**src/rtl/mem_lsu_if.sv**
```systemverilog
// Request/response and dmem bus bundle for the MEM-stage load/store unit.
// master = pipeline + dmem side, slave = mem_lsu.
interface mem_lsu_if #(
  parameter int AW = 32
);
  logic          req_valid;
  logic          req_store;
  logic [1:0]    req_size;
  logic          req_unsigned;
  logic [AW-1:0] req_addr;
  logic [31:0]   req_wdata;
  logic          stall;
  logic [31:0]   load_data;
  logic          load_valid;
  logic          err;
  logic          dmem_we;
  logic [AW-1:0] dmem_a;
  logic [31:0]   dmem_wd;
  logic [31:0]   dmem_rd;

  modport master (
    output req_valid, req_store, req_size, req_unsigned, req_addr, req_wdata, dmem_rd,
    input  stall, load_data, load_valid, err, dmem_we, dmem_a, dmem_wd
  );

  modport slave (
    input  req_valid, req_store, req_size, req_unsigned, req_addr, req_wdata, dmem_rd,
    output stall, load_data, load_valid, err, dmem_we, dmem_a, dmem_wd
  );
endinterface

```
**src/rtl/mem_lsu.sv**
```systemverilog
// MEM-stage load/store unit: byte/half/word accesses onto a word-only dmem.
// Sub-word stores use a two-cycle read-modify-write; misaligned requests raise err.
module mem_lsu #(
  parameter int AW = 32
) (
  input  logic     clk,
  input  logic     rst_n,
  mem_lsu_if.slave bus
);

  typedef enum logic {IDLE, RMW_WR} state_t;

  state_t        state, state_nx;
  logic [1:0]    lane;
  logic [AW-1:0] waddr;
  logic          misal;
  logic          accept;
  logic          is_load;
  logic          is_wst;
  logic          is_sst;
  logic [AW-1:0] addr_p1;
  logic [31:0]   merged_p1;

  function automatic logic [31:0] load_extend(input logic [31:0] w, input logic [1:0] ln,
                                              input logic [1:0] size, input logic uns);
    logic [7:0]  b;
    logic [15:0] h;
    b = w[{ln, 3'b000} +: 8];
    h = ln[1] ? w[31:16] : w[15:0];
    case (size)
      2'b00:   load_extend = uns ? {24'd0, b} : {{24{b[7]}}, b};
      2'b01:   load_extend = uns ? {16'd0, h} : {{16{h[15]}}, h};
      default: load_extend = w;
    endcase
  endfunction

  function automatic logic [31:0] store_merge(input logic [31:0] w, input logic [31:0] wd,
                                              input logic [1:0] ln, input logic [1:0] size);
    store_merge = w;
    if (size == 2'b00)
      store_merge[{ln, 3'b000} +: 8] = wd[7:0];
    else if (ln[1])
      store_merge[31:16] = wd[15:0];
    else
      store_merge[15:0] = wd[15:0];
  endfunction

  assign lane  = bus.req_addr[1:0];
  assign waddr = {bus.req_addr[AW-1:2], 2'b00};

  always_comb begin
    case (bus.req_size)
      2'b00:   misal = 1'b0;
      2'b01:   misal = lane[0];
      2'b10:   misal = |lane;
      default: misal = 1'b1;
    endcase
  end

  // Requests are only taken in IDLE; during RMW_WR the held request is the one being written.
  assign accept  = bus.req_valid && !misal && (state == IDLE);
  assign is_load = accept && !bus.req_store;
  assign is_wst  = accept && bus.req_store && (bus.req_size == 2'b10);
  assign is_sst  = accept && bus.req_store && (bus.req_size != 2'b10);

  always_ff @(posedge clk or negedge rst_n) begin
    if (!rst_n) state <= IDLE;
    else        state <= state_nx;
  end

  always_comb begin
    state_nx    = state;
    bus.stall   = 1'b0;
    bus.dmem_we = 1'b0;
    bus.dmem_a  = waddr;
    bus.dmem_wd = bus.req_wdata;
    case (state)
      IDLE: begin
        if (is_wst) bus.dmem_we = 1'b1;
        if (is_sst) begin
          bus.stall = 1'b1;
          state_nx  = RMW_WR;
        end
      end
      RMW_WR: begin
        bus.dmem_we = 1'b1;
        bus.dmem_a  = addr_p1;
        bus.dmem_wd = merged_p1;
        state_nx    = IDLE;
      end
      default: state_nx = IDLE;
    endcase
    // Reset must kill an in-flight RMW write before the next edge.
    if (!rst_n) begin
      bus.dmem_we = 1'b0;
      bus.stall   = 1'b0;
    end
  end

  // Read stage -> write stage: merged word and its address for the RMW write cycle
  always_ff @(posedge clk) begin
    if (is_sst) begin
      addr_p1   <= waddr;
      merged_p1 <= store_merge(bus.dmem_rd, bus.req_wdata, lane, bus.req_size);
    end
  end

  // Load/err result stage
  always_ff @(posedge clk or negedge rst_n) begin
    if (!rst_n) begin
      bus.load_data  <= 32'd0;
      bus.load_valid <= 1'b0;
      bus.err        <= 1'b0;
    end else begin
      bus.load_valid <= is_load;
      bus.err        <= bus.req_valid && misal && (state == IDLE);
      if (is_load)
        bus.load_data <= load_extend(bus.dmem_rd, lane, bus.req_size, bus.req_unsigned);
    end
  end

endmodule

```
**src/flat_wrapper.sv**
```systemverilog
// flat-port wrapper written by rule: the top's interface ports become plain ports
module mem_lsu_flat 
#(
  parameter int AW = 32
)
  (clk, rst_n, bus_req_valid, bus_req_store, bus_req_size, bus_req_unsigned, bus_req_addr, bus_req_wdata, bus_dmem_rd, bus_stall, bus_load_data, bus_load_valid, bus_err, bus_dmem_we, bus_dmem_a, bus_dmem_wd);
  mem_lsu_if #(.AW(AW)) bus_i ();
  input  logic clk;
  input  logic rst_n;
  input wire logic [$bits(bus_i.req_valid)-1:0] bus_req_valid;
  input wire logic [$bits(bus_i.req_store)-1:0] bus_req_store;
  input wire logic [$bits(bus_i.req_size)-1:0] bus_req_size;
  input wire logic [$bits(bus_i.req_unsigned)-1:0] bus_req_unsigned;
  input wire logic [$bits(bus_i.req_addr)-1:0] bus_req_addr;
  input wire logic [$bits(bus_i.req_wdata)-1:0] bus_req_wdata;
  input wire logic [$bits(bus_i.dmem_rd)-1:0] bus_dmem_rd;
  output wire logic [$bits(bus_i.stall)-1:0] bus_stall;
  output wire logic [$bits(bus_i.load_data)-1:0] bus_load_data;
  output wire logic [$bits(bus_i.load_valid)-1:0] bus_load_valid;
  output wire logic [$bits(bus_i.err)-1:0] bus_err;
  output wire logic [$bits(bus_i.dmem_we)-1:0] bus_dmem_we;
  output wire logic [$bits(bus_i.dmem_a)-1:0] bus_dmem_a;
  output wire logic [$bits(bus_i.dmem_wd)-1:0] bus_dmem_wd;
  assign bus_i.req_valid = bus_req_valid;
  assign bus_i.req_store = bus_req_store;
  assign bus_i.req_size = bus_req_size;
  assign bus_i.req_unsigned = bus_req_unsigned;
  assign bus_i.req_addr = bus_req_addr;
  assign bus_i.req_wdata = bus_req_wdata;
  assign bus_i.dmem_rd = bus_dmem_rd;
  assign bus_stall = bus_i.stall;
  assign bus_load_data = bus_i.load_data;
  assign bus_load_valid = bus_i.load_valid;
  assign bus_err = bus_i.err;
  assign bus_dmem_we = bus_i.dmem_we;
  assign bus_dmem_a = bus_i.dmem_a;
  assign bus_dmem_wd = bus_i.dmem_wd;
  mem_lsu #(.AW(AW)) u_core (.clk(clk), .rst_n(rst_n), .bus(bus_i));
endmodule
```
**config.mk**
```make
export PLATFORM = sky130hd
export DESIGN_NAME = mem_lsu_flat
export DESIGN_NICKNAME = d
export VERILOG_FILES = /design/src/rtl/mem_lsu_if.sv /design/src/rtl/mem_lsu.sv /design/src/flat_wrapper.sv
export SDC_FILE = /design/constraint.sdc
export NUM_CORES = 1
export LEC_CHECK = 0
export CORE_ASPECT_RATIO = 0.7
export CORE_UTILIZATION = 44
export DETAILED_ROUTE_END_ITERATION = 16
export PLACE_DENSITY = 0.86
export RECOVER_POWER = 50
export SKIP_CTS_REPAIR_TIMING = 1
export SLEW_MARGIN = 20
export SYNTH_ARGS = -nofsm -noshare
export SYNTH_HDL_FRONTEND = slang
export SYNTH_SLANG_ARGS = --single-unit
export TNS_END_PERCENT = 10
```
**constraint.sdc**
```tcl
create_clock -name clk -period 3.43 [get_ports clk]
set_input_delay 1.029 -clock clk [delete_from_list [all_inputs] [get_ports clk]]
set_output_delay 1.029 -clock clk [all_outputs]
set_load 0.01 [all_outputs]
```
==> flow_metrics.py, run 1 <==
metrics = {
    "power_and_ir_drop": {
        "power.static_leakage_nw": 3.02,
        "totalPowerFinal_mw": 3.34,
        "cellPowerDensity_nw_per_um2": 438,
        "vdd_ir_drop_max_mv": 0.327,
    },
    "critical_path": {
        "cp_slowest_stage_delay_ps": 570,
        "critPathCaptureType": "output pin",
        "worst-endpoint-arrival_ps": 2370,
        "start_kind": "input pin",
        "critPathTopFamily": "buffers and inverters",
        "cp_cell_sequence": "dlygate4sd3_1 > mux2_2 > clkdlybuf4s50_1",
        "critical_path.slowest_cell": "dlygate4sd3_1",
        "crit_fanout": 2,
        "cp.buffers_inverters": 2,
        "crit_type": "in2out",
        "critPathRequiredTime_ps": 2400,
    },
    "outcome": {
        "failed_checks": "capacitance limit, slew limit",
        "outcome": "finished, violations left",
    },
    "floorplan": {
        "floorplan.io_pins": 203,
        "core_area_um2": 11100,
        "placementRows": 32,
        "die_y_um": 91.7,
        "die_width_um": 130,
        "die_area_um2": 11900,
        "floorplan.initialDensity_pct": 45.6,
    },
    "route": {
        "routed_wirelength_um": 15800,
        "via_count": 4291,
        "drt_pre_antenna_iters": 5,
        "detail-route-antenna-nets": 0,
        "drc_violations": 0,
        "routed_wire_length_per_instance_um": 20.2,
        "detailedRoute.firstIterationViolations": 392,
        "vias_per_cell": 5.50,
    },
    "sta": {
        "hold_violations": 0,
        "skew_ps": 6.05,
        "maxClockFrequency_mhz": 294,
        "max_slew_margin_pct": -20.9,
        "post-route-period-util_pct": 99.1,
        "setup_violations": 0,
        "finalCriticalPeriod_ps": 3400,
        "worst_pin_slew_ps": 1810,
        "setup_slack_ps": 31.4,
        "finalMaxSlewViolations": 34,
    },
    "placement": {
        "gp_congestion": 0.896,
        "placement.setup.worst_slack_ps": -326,
        "io_buffer_count": 200,
        "dpl.hpwl_um": 11800,
        "dp_cells": 764,
    },
    "synth": {
        "proportion_of_synthesized_flip_flops_having_asynchronous_set_or_reset_pct": 36.1,
        "synth_top_cells_by_count": "edfxtp_1, mux2_2, nand2_1, dfrtp_1, a21oi_1",
        "post_synth_top_area_cell": "edfxtp_1",
        "synth-seq-cells": 97,
        "syn_inst": 412,
        "synth_area_leaders": "edfxtp_1, dfrtp_1, mux2_2",
        "yosysTopAreaCellShare_pct": 36.8,
        "yosysWarningCount": 0,
        "synth.yosys.seq_area_share_pct": 54.1,
        "yosysUniqueCellTypes": 51,
        "post_synth_edffs": 62,
        "synthesis.area_per_instance_um2": 12.3,
        "synth_flop_cell": "edfxtp_1",
        "netlist_area_um2": 5060,
    },
    "global_route": {
        "grt_start_max_net_pins": 68,
        "grt_pass1_vias": 4354,
        "global_route_wire_length_before_repair_um": 24000,
        "globalRouteTotalUtil_pct": 27.0,
        "grt_remaining_overflow": 0,
        "grt_antenna_before_repair": 0,
    },
    "finish": {
        "area_delta_synth_final_pct": 50.8,
        "share_of_post_route_cells_with_drive_strength_above_1_pct": 18.7,
        "fillerInstances": 813,
        "instances_no_fill": 780,
        "final_core_utilization_pct": 68.8,
        "antenna_cells_inserted": 0,
        "final_nets": 730,
    },
    "cts": {
        "clock_insertion_delay_worst_skew_ps": 340,
        "clock_sink_count": 97,
        "cts-htree-levels": 3,
        "clockRootBuffer": "clkbuf_16",
        "tritoncts.num_buffers": 9,
        "cts_tree": "built",
        "cts_buffer_depth": 2,
        "clk_pin_slew_worst_paths_ps": 70,
    },
    "worst_hold_path": {
        "worstHoldPathType": "reg2reg",
    },
    "run": {
        "max_cap_violations": 1,
    },
}
-- path summary, 6_finish.rpt --
| check | depth (start not counted) | endpoint | start | slack (ps) |
|---|---|---|---|---|
| max in group asynchronous | 2 | u_core.bus.load_data[5]$_DFFE_PN0P_ | rst_n | 910 |
| max reg2reg | 6 | u_core.bus.load_data[9]$_DFFE_PN0P_ | u_core.state$_DFF_PN0_ | 1270 |
| min in group asynchronous | 1 | u_core.bus.err$_DFF_PN0_ | rst_n | 530 |
| min | 2 | u_core.bus.load_data[1]$_DFFE_PN0P_ | u_core.bus.load_data[1]$_DFFE_PN0P_ | 490 |
| min reg2reg | 2 | u_core.bus.load_data[1]$_DFFE_PN0P_ | u_core.bus.load_data[1]$_DFFE_PN0P_ | 490 |
| max | 3 | bus_dmem_a[4] | bus_req_addr[4] | 30 |
-- cell usage in the layout (no fill, tap or decap), drive strengths merged, types with 22 or more instances in the layout --
master / Yosys / final
a21oi: 27 / 27
buf: 22 / 23
clkdlybuf4s50: 0 / 133
dfrtp: 35 / 35
dlygate4sd3: 0 / 64
edfxtp: 62 / 62
mux2: 62 / 62
nand2: 53 / 53
nor2: 22 / 22
-- worst reg2reg max path: cells and delay by family (launching register included) --
kind / cells / cell delay [ps]
flops: 1 / 420
compound gates: 2 / 220
simple gates: 2 / 630
buf+inv: 2 / 830
-- flip-flops by register name, summed over array words and instances, names as in the netlist --
register	cells
u_core.bus.load_data	32
u_core.merged_p1	32
u_core.addr_p1	30
u_core.bus.err	1
u_core.bus.load_valid	1
u_core.state	1
-- where the power goes --
part | internal, mW | leakage (nW) | switching [mW]
Combinational | 0.460 | 1.88 | 0.380
Sequential | 1.36 | 0.989 | 0.0601
Clock | 0.639 | 0.154 | 0.439
Total | 2.46 | 3.02 | 0.880
-- cells by family (layout without fill, tap and decap cells) --
kind of cell	Yosys count	after routing	share of synthesized area (%)
fa+ha+maj	4	4	0.990
simple gates	100	100	9.60
flops	97	97	54.1
buf+inv	40	254	3.79
mux	78	78	17.1
other cells	1	2	0.0742
compound gates	92	92	14.4
-- final cells by class --
cell class / instances / area (um^2) / share of cell area [%]
clock buffer: 9 / 225 / 2.95
clock inverter: 6 / 90.1 / 1.18
inverter: 11 / 41.3 / 0.541
multi-input combinational: 276 / 2140 / 28.0
sequential: 97 / 2740 / 35.9
tap: 153 / 191 / 2.51
timing repair buffer: 228 / 2200 / 28.9
-- per-stage QoR --
step                      TNS, ps  instance area [um^2]  hold slack [ps]
final                           0                  7630              485
after global routing        -11.9                  7630              525
after CTS                    -630                  7640              485
after detailed placement     -625                  7330              482
after global placement       -462                  7330              478
after floorplan                 0                  5060              523
-- routing by layer --
| layer | vias up | global-route usage [%] | part of all wire, % |
|---|---|---|---|
| li1 | 1980 | - | - |
| met1 | 2064 | 36.4 | 43 |
| met2 | 229 | 41.9 | 45 |
| met3 | 18 | 8.98 | 11 |
| met4 | 0 | 6.20 | 1.2 |
| met5 | - | 0 | 0 |
Power figures use the tool's default switching activity.
==> run 2, diff against run 1 <==
CTS_CLUSTER_SIZE = 20   (was not set)
PLACE_DENSITY = not set   (was 0.86)
PLACE_DENSITY_LB_ADDON = 0.25   (was not set)
==> run 2 against run 1 <==
The run still ends with capacitance limit, slew limit left. Combinational power is essentially flat. Die area did not move. Fmax is 0.63% higher. Core utilization is 0.42 points higher. Via count up 2.0%. Power increased by 0.18%. Critical path type unchanged. Largest cell class unchanged. Largest power group unchanged.
==> flow_metrics.py, run 2 (synthesized netlist as in run 1, its figures left out) <==
metrics = {
    "sta": {
        "setup_slack_ps": 52.9,
        "timing.setup.tns_ps": 0,
        "rsz0062_at_grt": "no",
        "setup_violations": 0,
        "skew_ps": 4.71,
        "worst_pin_slew_ps": 2040,
        "maxClockFrequency_mhz": 296,
        "finalCriticalPeriod_ps": 3380,
        "post-route-period-util_pct": 98.5,
        "hold-worst-slack_ps": 487,
        "hold_violations": 0,
        "max_slew_margin_pct": -35.9,
        "finalMaxSlewViolations": 36,
    },
    "power_and_ir_drop": {
        "power_frac_clock_pct": 32.4,
        "intPower_mw": 2.47,
        "netSwitchingPower_mw": 0.883,
        "comb_power_share_pct": 25.0,
        "fraction_of_power_spent_switching_nets_pct": 26.4,
        "vdd_ir_drop_max_mv": 0.330,
        "totalPowerFinal_mw": 3.35,
        "power.static_leakage_nw": 3.04,
        "cellPowerDensity_nw_per_um2": 437,
        "seqPwrFrac_pct": 42.6,
    },
    "critical_path": {
        "critPathRequiredTime_ps": 2400,
        "crit_fanout": 2,
        "critPathCaptureType": "output pin",
        "crit_type": "in2out",
        "worst-endpoint-arrival_ps": 2350,
        "start_kind": "input pin",
    },
    "finish": {
        "fillerInstances": 834,
        "antenna_cells_inserted": 0,
        "area_delta_synth_final_pct": 51.7,
        "final_core_utilization_pct": 69.2,
        "layout_common_cells": "clkdlybuf4s50_1, dlygate4sd3_1, mux2_2, edfxtp_1, nand2_1",
        "post_route_cell_area_um2": 7670,
        "instances_no_fill": 782,
        "final_nets": 731,
        "mostFrequentLayoutCell": "clkdlybuf4s50_1",
        "reg_top3": "u_core.bus.load_data x32, u_core.merged_p1 x32, u_core.addr_p1 x30",
        "share_of_post_route_cells_with_drive_strength_above_1_pct": 18.9,
    },
    "cts": {
        "tritoncts.num_buffers": 9,
        "clock_insertion_delay_worst_skew_ps": 350,
        "cts-htree-levels": 3,
        "cts_tree": "built",
        "cts_buffer_depth": 2,
        "clock_sink_count": 97,
        "clk_pin_slew_worst_paths_ps": 70,
        "clockRootBuffer": "clkbuf_16",
    },
    "global_route": {
        "grt_antenna_before_repair": 0,
        "global_route_wire_length_before_repair_um": 23800,
        "grt_pass1_vias": 4276,
        "globalRouteTotalUtil_pct": 26.8,
        "grt_start_max_net_pins": 53,
        "grt_remaining_overflow": 0,
    },
    "floorplan": {
        "floorplan.io_pins": 203,
        "die_area_um2": 11900,
        "die_width_um": 130,
        "die_y_um": 91.7,
        "floorplan.initialDensity_pct": 45.6,
        "placementRows": 32,
        "core_area_um2": 11100,
    },
    "route": {
        "drt_pre_antenna_iters": 8,
        "via_count": 4376,
        "drc_violations": 0,
        "detail-route-antenna-nets": 0,
        "vias_per_cell": 5.60,
        "detailedRoute.firstIterationViolations": 486,
        "routed_wirelength_um": 15600,
        "routed_wire_length_per_instance_um": 19.9,
    },
    "placement": {
        "io_buffer_count": 200,
        "dp_cells": 766,
        "dpl.hpwl_um": 11500,
        "gp_congestion": 0.904,
        "place_area_um2": 7360,
        "placement.setup.worst_slack_ps": -287,
    },
    "outcome": {
        "failed_checks": "capacitance limit, slew limit",
        "outcome": "finished, violations left",
    },
    "worst_hold_path": {
        "worstHoldPathType": "reg2reg",
    },
    "run": {
        "max_cap_violations": 1,
    },
}
[run 2: changes by cell type in the layout (fill, tap and decap cells not counted), moves of 2 or more]
cell,before,now
o21ai_1,8,3
buf_4,22,24
o21ai_0,0,5
clkbuf_1,5,3
buf_12,1,3
[run 2: layout make-up]
type	instances	area, um^2	share of cell area (%)
sequential	97	2740	35.7
clock buffer	9	225	2.94
inverter	11	41.3	0.538
clock inverter	7	93.8	1.22
tap	153	191	2.50
timing repair buffer	229	2240	29.2
multi-input combinational	276	2140	27.9
[run 2: power groups by stage]
stage | logic [mW] | registers [mW] | clock network [mW]
after floorplan | 0.310 | 1.48 | 0
after global placement | 0.866 | 1.44 | 0
after detailed placement | 0.875 | 1.45 | 0
after CTS | 0.882 | 1.43 | 1.10
after global routing | 0.899 | 1.44 | 1.14
final | 0.837 | 1.43 | 1.09
[run 2: final timing paths]
path | slack [ps] | startpoint | cells past startpoint | to
setup / recovery | 50 | bus_req_addr[18] | 3 | bus_dmem_a[18]
hold / removal | 490 | u_core.bus.load_data[4]$_DFFE_PN0P_ | 2 | u_core.bus.load_data[4]$_DFFE_PN0P_
setup reg to reg | 1330 | u_core.state$_DFF_PN0_ | 5 | u_core.bus.load_data[15]$_DFFE_PN0P_
hold reg to reg | 490 | u_core.bus.load_data[4]$_DFFE_PN0P_ | 2 | u_core.bus.load_data[4]$_DFFE_PN0P_
max in group asynchronous | 640 | rst_n | 2 | u_core.state$_DFF_PN0_
min in group asynchronous | 1480 | rst_n | 2 | u_core.state$_DFF_PN0_
[run 2: worst max-delay path, cell delays in order]
cell and delay [ps]:
dlygate4sd3_1 570, mux2_2 270, clkdlybuf4s50_1 490
[run 2: routing by layer]
metal	part of all wire [%]	up-vias	global-route usage, %
met1	44	2104	39.1
met5	0	-	0
li1	-	1988	-
met2	44	257	39.3
met3	11	27	7.00
met4	1.7	0	7.07
